$ cat src/rtl/sync_ctrl_mc.sv
// rtl/sync_ctrl_mc.sv - frame-synchronisation controller: coarse arm/commit, fine tracking, send-rate enable
module sync_ctrl_mc #(
    parameter int POS_W         = 32,
    parameter int N_RATE        = 2,
    parameter int SLOT_TO       = 50000,
    parameter int FINE_MAX_STEP = 64,
    parameter int REJ_LIMIT     = 4
) (
    input  logic              clk_50m,
    input  logic              cfg_rst,
    input  logic              lose,
    input  logic              coarse_syn_en,
    input  logic              fine_syn_en,
    input  logic              slot_interrupt,
    input  logic [POS_W-1:0]  coarse_syn_pos,
    input  logic [POS_W-1:0]  fine_syn_pos,
    input  logic              data_send_end,
    output logic [POS_W-1:0]  coarse_pos,
    output logic [POS_W-1:0]  fine_pos,
    output logic [N_RATE-1:0] send_en,
    output logic              locked,
    output logic              slot_timeout,
    output logic              fine_reject,
    output logic [1:0]        syn_state
);

    localparam int RW = (N_RATE > 1) ? $clog2(N_RATE) : 1;
    localparam int TW = (SLOT_TO > 1) ? $clog2(SLOT_TO) : 1;
    localparam int CW = $clog2(REJ_LIMIT + 1);

    localparam logic [1:0] ST_SEARCH = 2'd0;
    localparam logic [1:0] ST_ARMED  = 2'd1;
    localparam logic [1:0] ST_TRACK  = 2'd2;
    localparam logic [1:0] ST_FINE   = 2'd3;

    localparam logic [TW-1:0]    TIMER_LAST = TW'(SLOT_TO - 1);
    localparam logic [RW-1:0]    RATE_LAST  = RW'(N_RATE - 1);
    localparam logic [CW-1:0]    REJ_MAX    = CW'(REJ_LIMIT);
    localparam logic [POS_W:0]   MAX_STEP   = (POS_W + 1)'(FINE_MAX_STEP);

    // Registered state
    logic [1:0]        r_state;
    logic [TW-1:0]     r_timer;
    logic [CW-1:0]     r_rej_cnt;
    logic [RW-1:0]     r_rate_idx;
    logic              r_fine_valid;
    logic [POS_W-1:0]  r_fine_cap;
    logic [POS_W-1:0]  r_coarse_pos;
    logic [POS_W-1:0]  r_fine_pos;
    logic [N_RATE-1:0] r_send_en;
    logic              r_locked;
    logic              r_slot_timeout;
    logic              r_fine_reject;

    // Next-state values
    logic [1:0]        w_state;
    logic [TW-1:0]     w_timer;
    logic [CW-1:0]     w_rej_cnt;
    logic [RW-1:0]     w_rate_idx;
    logic              w_fine_valid;
    logic [POS_W-1:0]  w_fine_cap;
    logic [POS_W-1:0]  w_coarse_pos;
    logic [POS_W-1:0]  w_fine_pos;
    logic [N_RATE-1:0] w_send_en;
    logic              w_locked;
    logic              w_slot_timeout;
    logic              w_fine_reject;

    // Fine acceptance helpers
    logic [POS_W:0]    w_cap_ext;
    logic [POS_W:0]    w_pos_ext;
    logic [POS_W:0]    w_diff;
    logic              w_accept;
    logic [CW-1:0]     w_rej_next;
    logic [RW-1:0]     w_rate_up;

    function automatic logic [N_RATE-1:0] rate_onehot(input logic [RW-1:0] idx);
        logic [N_RATE-1:0] v;
        v      = '0;
        v[idx] = 1'b1;
        return v;
    endfunction

    // Distance between the captured fine position and the committed one, and the accept decision
    always_comb begin
        w_cap_ext  = {1'b0, r_fine_cap};
        w_pos_ext  = {1'b0, r_fine_pos};
        w_diff     = (w_cap_ext >= w_pos_ext) ? (w_cap_ext - w_pos_ext) : (w_pos_ext - w_cap_ext);
        w_accept   = !r_fine_valid || (r_fine_cap == '0) || (w_diff <= MAX_STEP);
        w_rej_next = r_rej_cnt + CW'(1);
        w_rate_up  = (r_rate_idx == RATE_LAST) ? RATE_LAST : (r_rate_idx + RW'(1));
    end

    // Next-state and output decisions; loss dominates every state
    always_comb begin
        w_state        = r_state;
        w_timer        = r_timer;
        w_rej_cnt      = r_rej_cnt;
        w_rate_idx     = r_rate_idx;
        w_fine_valid   = r_fine_valid;
        w_fine_cap     = r_fine_cap;
        w_coarse_pos   = r_coarse_pos;
        w_fine_pos     = r_fine_pos;
        w_send_en      = r_send_en;
        w_locked       = r_locked;
        w_slot_timeout = 1'b0;
        w_fine_reject  = 1'b0;

        if (lose) begin
            w_state    = ST_SEARCH;
            w_send_en  = '0;
            w_locked   = 1'b0;
            w_rej_cnt  = '0;
            w_rate_idx = '0;
        end else begin
            case (r_state)
                ST_SEARCH: begin
                    if (coarse_syn_en) begin
                        w_state = ST_ARMED;
                        w_timer = '0;
                    end
                end
                ST_ARMED: begin
                    w_timer = r_timer + TW'(1);
                    if (slot_interrupt) begin
                        // Commit the coarse position and start at the acquisition rate
                        w_state      = ST_TRACK;
                        w_coarse_pos = coarse_syn_pos;
                        w_rate_idx   = '0;
                        w_send_en    = rate_onehot('0);
                        w_locked     = 1'b1;
                        w_fine_valid = 1'b0;
                        w_rej_cnt    = '0;
                    end else if (r_timer == TIMER_LAST) begin
                        w_slot_timeout = 1'b1;
                        w_state        = ST_SEARCH;
                        w_send_en      = '0;
                        w_locked       = 1'b0;
                        w_rej_cnt      = '0;
                        w_rate_idx     = '0;
                    end
                end
                ST_TRACK: begin
                    if (coarse_syn_en) begin
                        // Re-acquire while keeping the current rate and lock visible
                        w_state = ST_ARMED;
                        w_timer = '0;
                    end else if (fine_syn_en) begin
                        w_state    = ST_FINE;
                        w_fine_cap = fine_syn_pos;
                    end else if (data_send_end) begin
                        w_rate_idx = '0;
                        w_send_en  = rate_onehot('0);
                    end
                end
                ST_FINE: begin
                    w_state = ST_TRACK;
                    if (w_accept) begin
                        w_fine_pos   = r_fine_cap;
                        w_fine_valid = 1'b1;
                        w_rej_cnt    = '0;
                        w_rate_idx   = w_rate_up;
                        w_send_en    = rate_onehot(w_rate_up);
                    end else begin
                        w_fine_reject = 1'b1;
                        if (w_rej_next == REJ_MAX) begin
                            w_state    = ST_SEARCH;
                            w_send_en  = '0;
                            w_locked   = 1'b0;
                            w_rej_cnt  = '0;
                            w_rate_idx = '0;
                        end else begin
                            w_rej_cnt = w_rej_next;
                        end
                    end
                end
                default: begin
                    w_state = ST_SEARCH;
                end
            endcase
        end
    end

    // State registers with asynchronous clear
    always_ff @(posedge clk_50m or posedge cfg_rst) begin
        if (cfg_rst) begin
            r_state        <= ST_SEARCH;
            r_timer        <= '0;
            r_rej_cnt      <= '0;
            r_rate_idx     <= '0;
            r_fine_valid   <= 1'b0;
            r_fine_cap     <= '0;
            r_coarse_pos   <= '0;
            r_fine_pos     <= '0;
            r_send_en      <= '0;
            r_locked       <= 1'b0;
            r_slot_timeout <= 1'b0;
            r_fine_reject  <= 1'b0;
        end else begin
            r_state        <= w_state;
            r_timer        <= w_timer;
            r_rej_cnt      <= w_rej_cnt;
            r_rate_idx     <= w_rate_idx;
            r_fine_valid   <= w_fine_valid;
            r_fine_cap     <= w_fine_cap;
            r_coarse_pos   <= w_coarse_pos;
            r_fine_pos     <= w_fine_pos;
            r_send_en      <= w_send_en;
            r_locked       <= w_locked;
            r_slot_timeout <= w_slot_timeout;
            r_fine_reject  <= w_fine_reject;
        end
    end

    assign coarse_pos   = r_coarse_pos;
    assign fine_pos     = r_fine_pos;
    assign send_en      = r_send_en;
    assign locked       = r_locked;
    assign slot_timeout = r_slot_timeout;
    assign fine_reject  = r_fine_reject;
    assign syn_state    = r_state;

endmodule

$ cat config.mk
export PLATFORM = sky130hd
export DESIGN_NAME = sync_ctrl_mc
export DESIGN_NICKNAME = d
export VERILOG_FILES = /design/src/rtl/sync_ctrl_mc.sv
export SDC_FILE = /design/constraint.sdc
export NUM_CORES = 1
export LEC_CHECK = 0
export ABC_AREA = 1
export CORE_UTILIZATION = 60
export DETAILED_ROUTE_END_ITERATION = 10
export PLACE_DENSITY_LB_ADDON = 0.2
export SYNTH_ARGS = -nofsm -noshare
export SYNTH_HDL_FRONTEND = slang
export SYNTH_SLANG_ARGS = --single-unit
$ cat constraint.sdc
create_clock -name clk_50m -period 6.35 [get_ports clk_50m]
set_clock_uncertainty 0.05 [all_clocks]
set_input_delay 0.635 -clock clk_50m [delete_from_list [all_inputs] [get_ports clk_50m]]
set_output_delay 0.635 -clock clk_50m [all_outputs]
set_load 0.01 [all_outputs]
* Word level (Yosys, flattened, before mapping)
Index checks and enable logic that the tools add are counted.
Cells by class: equal/unequal tests 17, muxes and demuxes 52, bitwise logic cells 2, shift-type cells 0, divide/modulo/power cells 0, reduce and logical (&&, ||, !) cells 20, add/subtract/negate cells 5, multipliers 0, order comparisons 4
Operator list (count):
- subtractor 32 x 32 -> 33 bit | 2
- <= comparator 33 x 7 -> 1 bit (second input constant) | 1
- two-way mux 33 bit | 1
- greater-or-equal comparator 32 bit | 1
- zero test 32 bit | 1
- case mux 16 bit (2 select lines) | 1
- two-way mux 2 bit | 15
- two-way mux 1 bit | 22
- != test 3 bit (second input constant) | 6
- adder 16 x 1 -> 16 bit (second input constant) | 1
- == test 16 bit (second input constant) | 1
- two-way mux 16 bit | 1
- two-way mux 3 bit | 5
- != test 4 bit (second input constant) | 3
- AND reduction 3 bit | 4
- AND reduction 4 bit | 3
- case mux 2 bit (4 select lines) | 1
- case mux 2 bit (3 select lines) | 1
- case mux 3 bit (2 select lines) | 1
- AND reduction 6 bit | 1
- == test 2 bit (second input constant) | 2
- != test 2 bit (second input constant) | 2
- case mux 1 bit (2 select lines) | 2
- nonzero test 2 bit | 2
- other kinds (18) | 20
Storage, ports and cells: bits of input ports 71, output and inout bits 71, logic and storage cells 112, register bits after elaboration 124, latch bits 0, memories kept 0, ROM bits 0, bits in writable memories 0

* Longest topological paths before layout
depth after elaboration 9, depth in mapped cells 28

* Worst setup path after synthesis
No wires, ideal clock.
path kind flip-flop to flip-flop, from register r_fine_pos[8] (netlist: fine_pos[8]), to register r_fine_pos[1] (netlist: fine_pos[1]), arrival time 2859 ps, path slack 3319 ps, stages on the path, launching flop included 26, required time 6178 ps, path buffers 5, cells stage by stage dfrtp_1 inv_1 ha_1 buf_2 nand2_2 inv_1 a21oi_2 nand2_1 nand2_1 nand3_2 nand2_4 nand2_4 buf_6 buf_6 a21oi_2 nand3_1 nor2_1 nor2_1 nor2_1 nand3_1 nand2_2 nand3_2 buf_6 buf_6 nand2_1 o21ai_1
On the way: longest elaborated chain between the ends 5, elaborated cells on any way between the ends 7, classes of those cells add/sub (2); order compare (2); mux (1); reduce/logical (2)
Ends and longest elaborated chain:
- from (decl) | RTL line 49 | logic [POS_W-1:0] r_fine_pos;
- from (signal assigned) | RTL line 207 | r_fine_pos <= w_fine_pos;
- subtractor 32 x 32 -> 33 bit / greater-or-equal comparator 32 bit (equally long branches) | RTL line 88 | w_diff = (w_cap_ext >= w_pos_ext) ? (w_cap_ext - w_pos_ext) : (w_pos_ext - w_cap_ext);
- two-way mux 33 bit * | RTL line 88
- <= comparator 33 x 7 -> 1 bit * | RTL line 89 | w_accept = !r_fine_valid || (r_fine_cap == '0) || (w_diff <= MAX_STEP);
- logical OR 1 bit * | RTL line 89
- AND reduction 3 bit (no line) *
Mark *: on every way between the ends. The rest lies on a longest branch, timed or not. A chain may end at the register's enable or synchronous reset.

* Worst setup path in the final report
from register r_fine_pos[15] (netlist: fine_pos[15]), to register r_fine_pos[10] (netlist: fine_pos[10])
Same word-level chain as after synthesis.

==> results.py <==
metrics = {
    "worst_setup_path": {
        "worstPathCellList": "inv_1 > ha_1 > nand2_1 > nor2_1 > nand2_1 > nor2_1 > nand2_1 > nand3_2 > nor2_4 > nand2_4 > inv_2 > nand2_1 > nand2_1 > nand2_1 > nand2_1 > nor2_1 > nand2_1 > nor2_1 > nand3_1 > nand2_2 > nand3_2 > buf_4 > nand2_1 > o21ai_1",
        "path_class": "register to register",
        "startpoint_type": "register",
        "slowest_stage": "nand3_2",
        "rr_worst_depth": 24,
        "crit_buf_inv": 3,
        "max_stage_delay_ps": 570,
        "cp_top_family": "simple AND/OR/NAND/NOR gates",
        "worstPathMaxFanout": 34,
        "cp_common_cell": "nand2_1",
        "reg2reg_from": "fine_pos[15]",
        "worstReg2RegEnd": "fine_pos[10]",
        "worstPathArrival_ps": 5000,
        "cp-end-kind": "register",
        "crit_end": "fine_pos[10]",
        "crit_required_ps": 6590,
        "r2r_setup_slack_ps": 1580,
        "cp-startpoint": "fine_pos[15]",
        "crit_cells": 24,
    },
    "final_layout": {
        "n_antenna_cell": 0,
        "final_cells": 1836,
        "mostFrequentLayoutCell": "nand2_1",
        "seq_area_um2": 3080,
        "syn_to_final_growth_pct": 21.6,
        "multi_input_area_um2": 5580,
        "nets": 1746,
        "final_cell_mix": "nand2_1 (450), inv_1 (251), clkdlybuf4s50_1 (141)",
        "drive_gt1_frac": 0.0679,
        "nFillCells": 1259,
    },
    "floorplanning": {
        "coreArea_um2": 15900,
        "die_h_um": 130,
        "num_io_pins": 142,
        "start_util": 0.616,
        "row_count": 46,
        "dieArea_um2": 16800,
        "die_x_um": 130,
    },
    "global_route": {
        "grt_use_total": 0.387,
        "grt_max_degree": 82,
        "grt_overflow_total": 0,
        "grt_pass1_vias": 9914,
        "antenna_found_initial": 0,
        "grt_pass1_wl_um": 49900,
    },
    "synth": {
        "synth_top_area_share": 0.314,
        "synth_nets": 1611,
        "ys_seq_area_frac": 0.314,
        "synth.yosys.warnings": 0,
        "synth_area_per_cell_um2": 6.64,
        "synthCells": 1473,
        "synth_area_um2": 9790,
        "synth.distinct_cells": 42,
        "synth.area.top_cells": "dfrtp_1 (31%), nand2_1 (17%), inv_1 (9.7%)",
        "ys_ff_latch": 123,
        "yosysTopAreaCell": "dfrtp_1",
    },
    "power_and_ir_drop": {
        "clkPwrFrac": 0.162,
        "cellPowerDensity_nw_per_um2": 502,
        "switching_share": 0.502,
        "ir_worst_vdd_uv": 294,
        "power_frac_seq": 0.208,
        "p_comb_frac": 0.630,
        "internal_power_w": 0.00298,
        "switching_power_w": 0.00300,
        "power.leakage_nw": 6.25,
    },
    "clock_network": {
        "clock_path_buffers": 2,
        "clock_latency_ps": 430,
        "cts_sinks": 123,
        "cts_buffers": 17,
        "cts_tree": "built",
        "cts_setup_buffers": 0,
        "cts_root_buf": "clkbuf_16",
        "cts_hold_buf": 0,
        "cts.repair.resized": 0,
        "clk_pin_slew_ps": 60,
        "h-tree-depth": 4,
    },
    "place": {
        "dp_hpwl_um": 23500,
        "preCtsSetupSlack_ps": 1800,
        "place_congestion": 1.08,
        "place.port_buffers": 141,
        "dp.cells": 1805,
    },
    "timing": {
        "finalHoldViolCount": 0,
        "finalSetupViolations": 0,
        "finalCriticalPeriod_ps": 4770,
        "fin_crit_sh": 0.750,
        "relSlewSlack": 0.329,
        "finalMaxSlewViolations": 0,
        "worst_slew_pin_slew_ps": 1010,
        "finalSetupTns_ps": 0,
        "fmax_mhz": 210,
        "rsz0062_at_grt": "false",
        "fin_ws_ps": 1580,
    },
    "route": {
        "drt_iter0_markers": 961,
        "wl_met1_um": 12900,
        "routed_wl_um": 31800,
        "vias": 10400,
        "wl_met2_um": 14900,
        "detail_route.vias_per_cell": 5.67,
        "highest_layer": "met4",
        "dr_wl_met3_um": 2650,
        "ant_nets": 0,
        "first_pass_iters": 6,
        "drc": 0,
        "wl_per_cell_um": 17.3,
    },
    "flow_run": {
        "max-cap-violations": 0,
    },
    "status": {
        "outcome": "finished clean",
    },
    "hold_path": {
        "min_path_type": "register to register",
    },
}
==> stage by stage <==
step                power (W)  hold WS [ps]  utilization  cell area (um2)
CTS                   0.00589           441        0.749            11900
global route          0.00640           461        0.749            11900
finish                0.00598           445        0.749            11900
floorplan             0.00371           392            -             9790
global placement      0.00483           415        0.713            11300
detailed placement    0.00487           415        0.713            11300
==> area by class of cell <==
class,count,share of cell area
Clock inverter,14,0.0124
Tap cell,216,0.0227
Multi-Input combinational cell,1066,0.469
Timing Repair Buffer,145,0.121
Inverter,255,0.0806
Sequential cell,123,0.259
Clock buffer,17,0.0357
==> logic make-up after synthesis <==
group,Yosys count,synth area share
AOI/OAI and AO/OA,208,0.114
and+or+nand+nor,746,0.323
xor gates and xnor gates,13,0.0116
buffers and inverters,284,0.115
muxes,32,0.0368
DFF,123,0.314
adders and majority gates,67,0.0857
==> per-layer routing <==
metal | GRT usage | vias up
li1 | - | 4930
met1 | 0.488 | 4822
met2 | 0.632 | 550
met3 | 0.0853 | 109
met4 | 0.181 | 0
met5 | 0 | -
==> tightest hold or removal path: stages, from the launching register on <==
cell and delay, ps:
dfrtp_1 360, nand2_1 60, nand2_1 50
==> worst min path at each step <==
| stage | from | to | slack (ps) | cells after the start |
|---|---|---|---|---|
| after floorplan | r_fine_valid | r_fine_valid | 390 | 2 |
| after global placement | r_fine_valid | r_fine_valid | 420 | 2 |
| after detailed placement | send_en[1] | send_en[1] | 410 | 2 |
| after CTS | send_en[1] | send_en[1] | 440 | 2 |
| after global routing | coarse_pos[4] | coarse_pos[4] | 460 | 1 |
| final | send_en[1] | send_en[1] | 450 | 2 |
==> flip-flops by register name, summed over array words and instances, names as in the netlist <==
register      cells
coarse_pos       32
fine_pos         32
r_timer          16
syn_state         2
locked            1
r_fine_valid      1
r_fine_cap       32
slot_timeout      1
r_rej_cnt         3
fine_reject       1
send_en           2
==> cell usage after synthesis, drive strengths merged <==
master,instances
nand2,462
inv,255
nor2,143
dfrtp,123
a21oi,117
nand3,72
o21ai,71
ha,67
mux2,32
nand4,30
nor3,20
buf,19
xor2,11
clkbuf,10
nor4,7
nand3b,6
o21bai,5
o22ai,5
a21o,3
nor3b,3
a31oi,2
o21a,2
or2,2
xnor2,2
a211oi,1
and3,1
o211ai,1
o31ai,1
==> power groups by stage <==
stage	Sequential, W	Combinational [W]	Clock (W)
floorplan	0.00128	0.00243	0
global placement	0.00121	0.00361	0
detailed placement	0.00123	0.00364	0
CTS	0.00124	0.00369	0.000973
global route	0.00127	0.00414	0.00100
finish	0.00124	0.00377	0.000969
No activity file was read; power rests on OpenSTA's default activity.
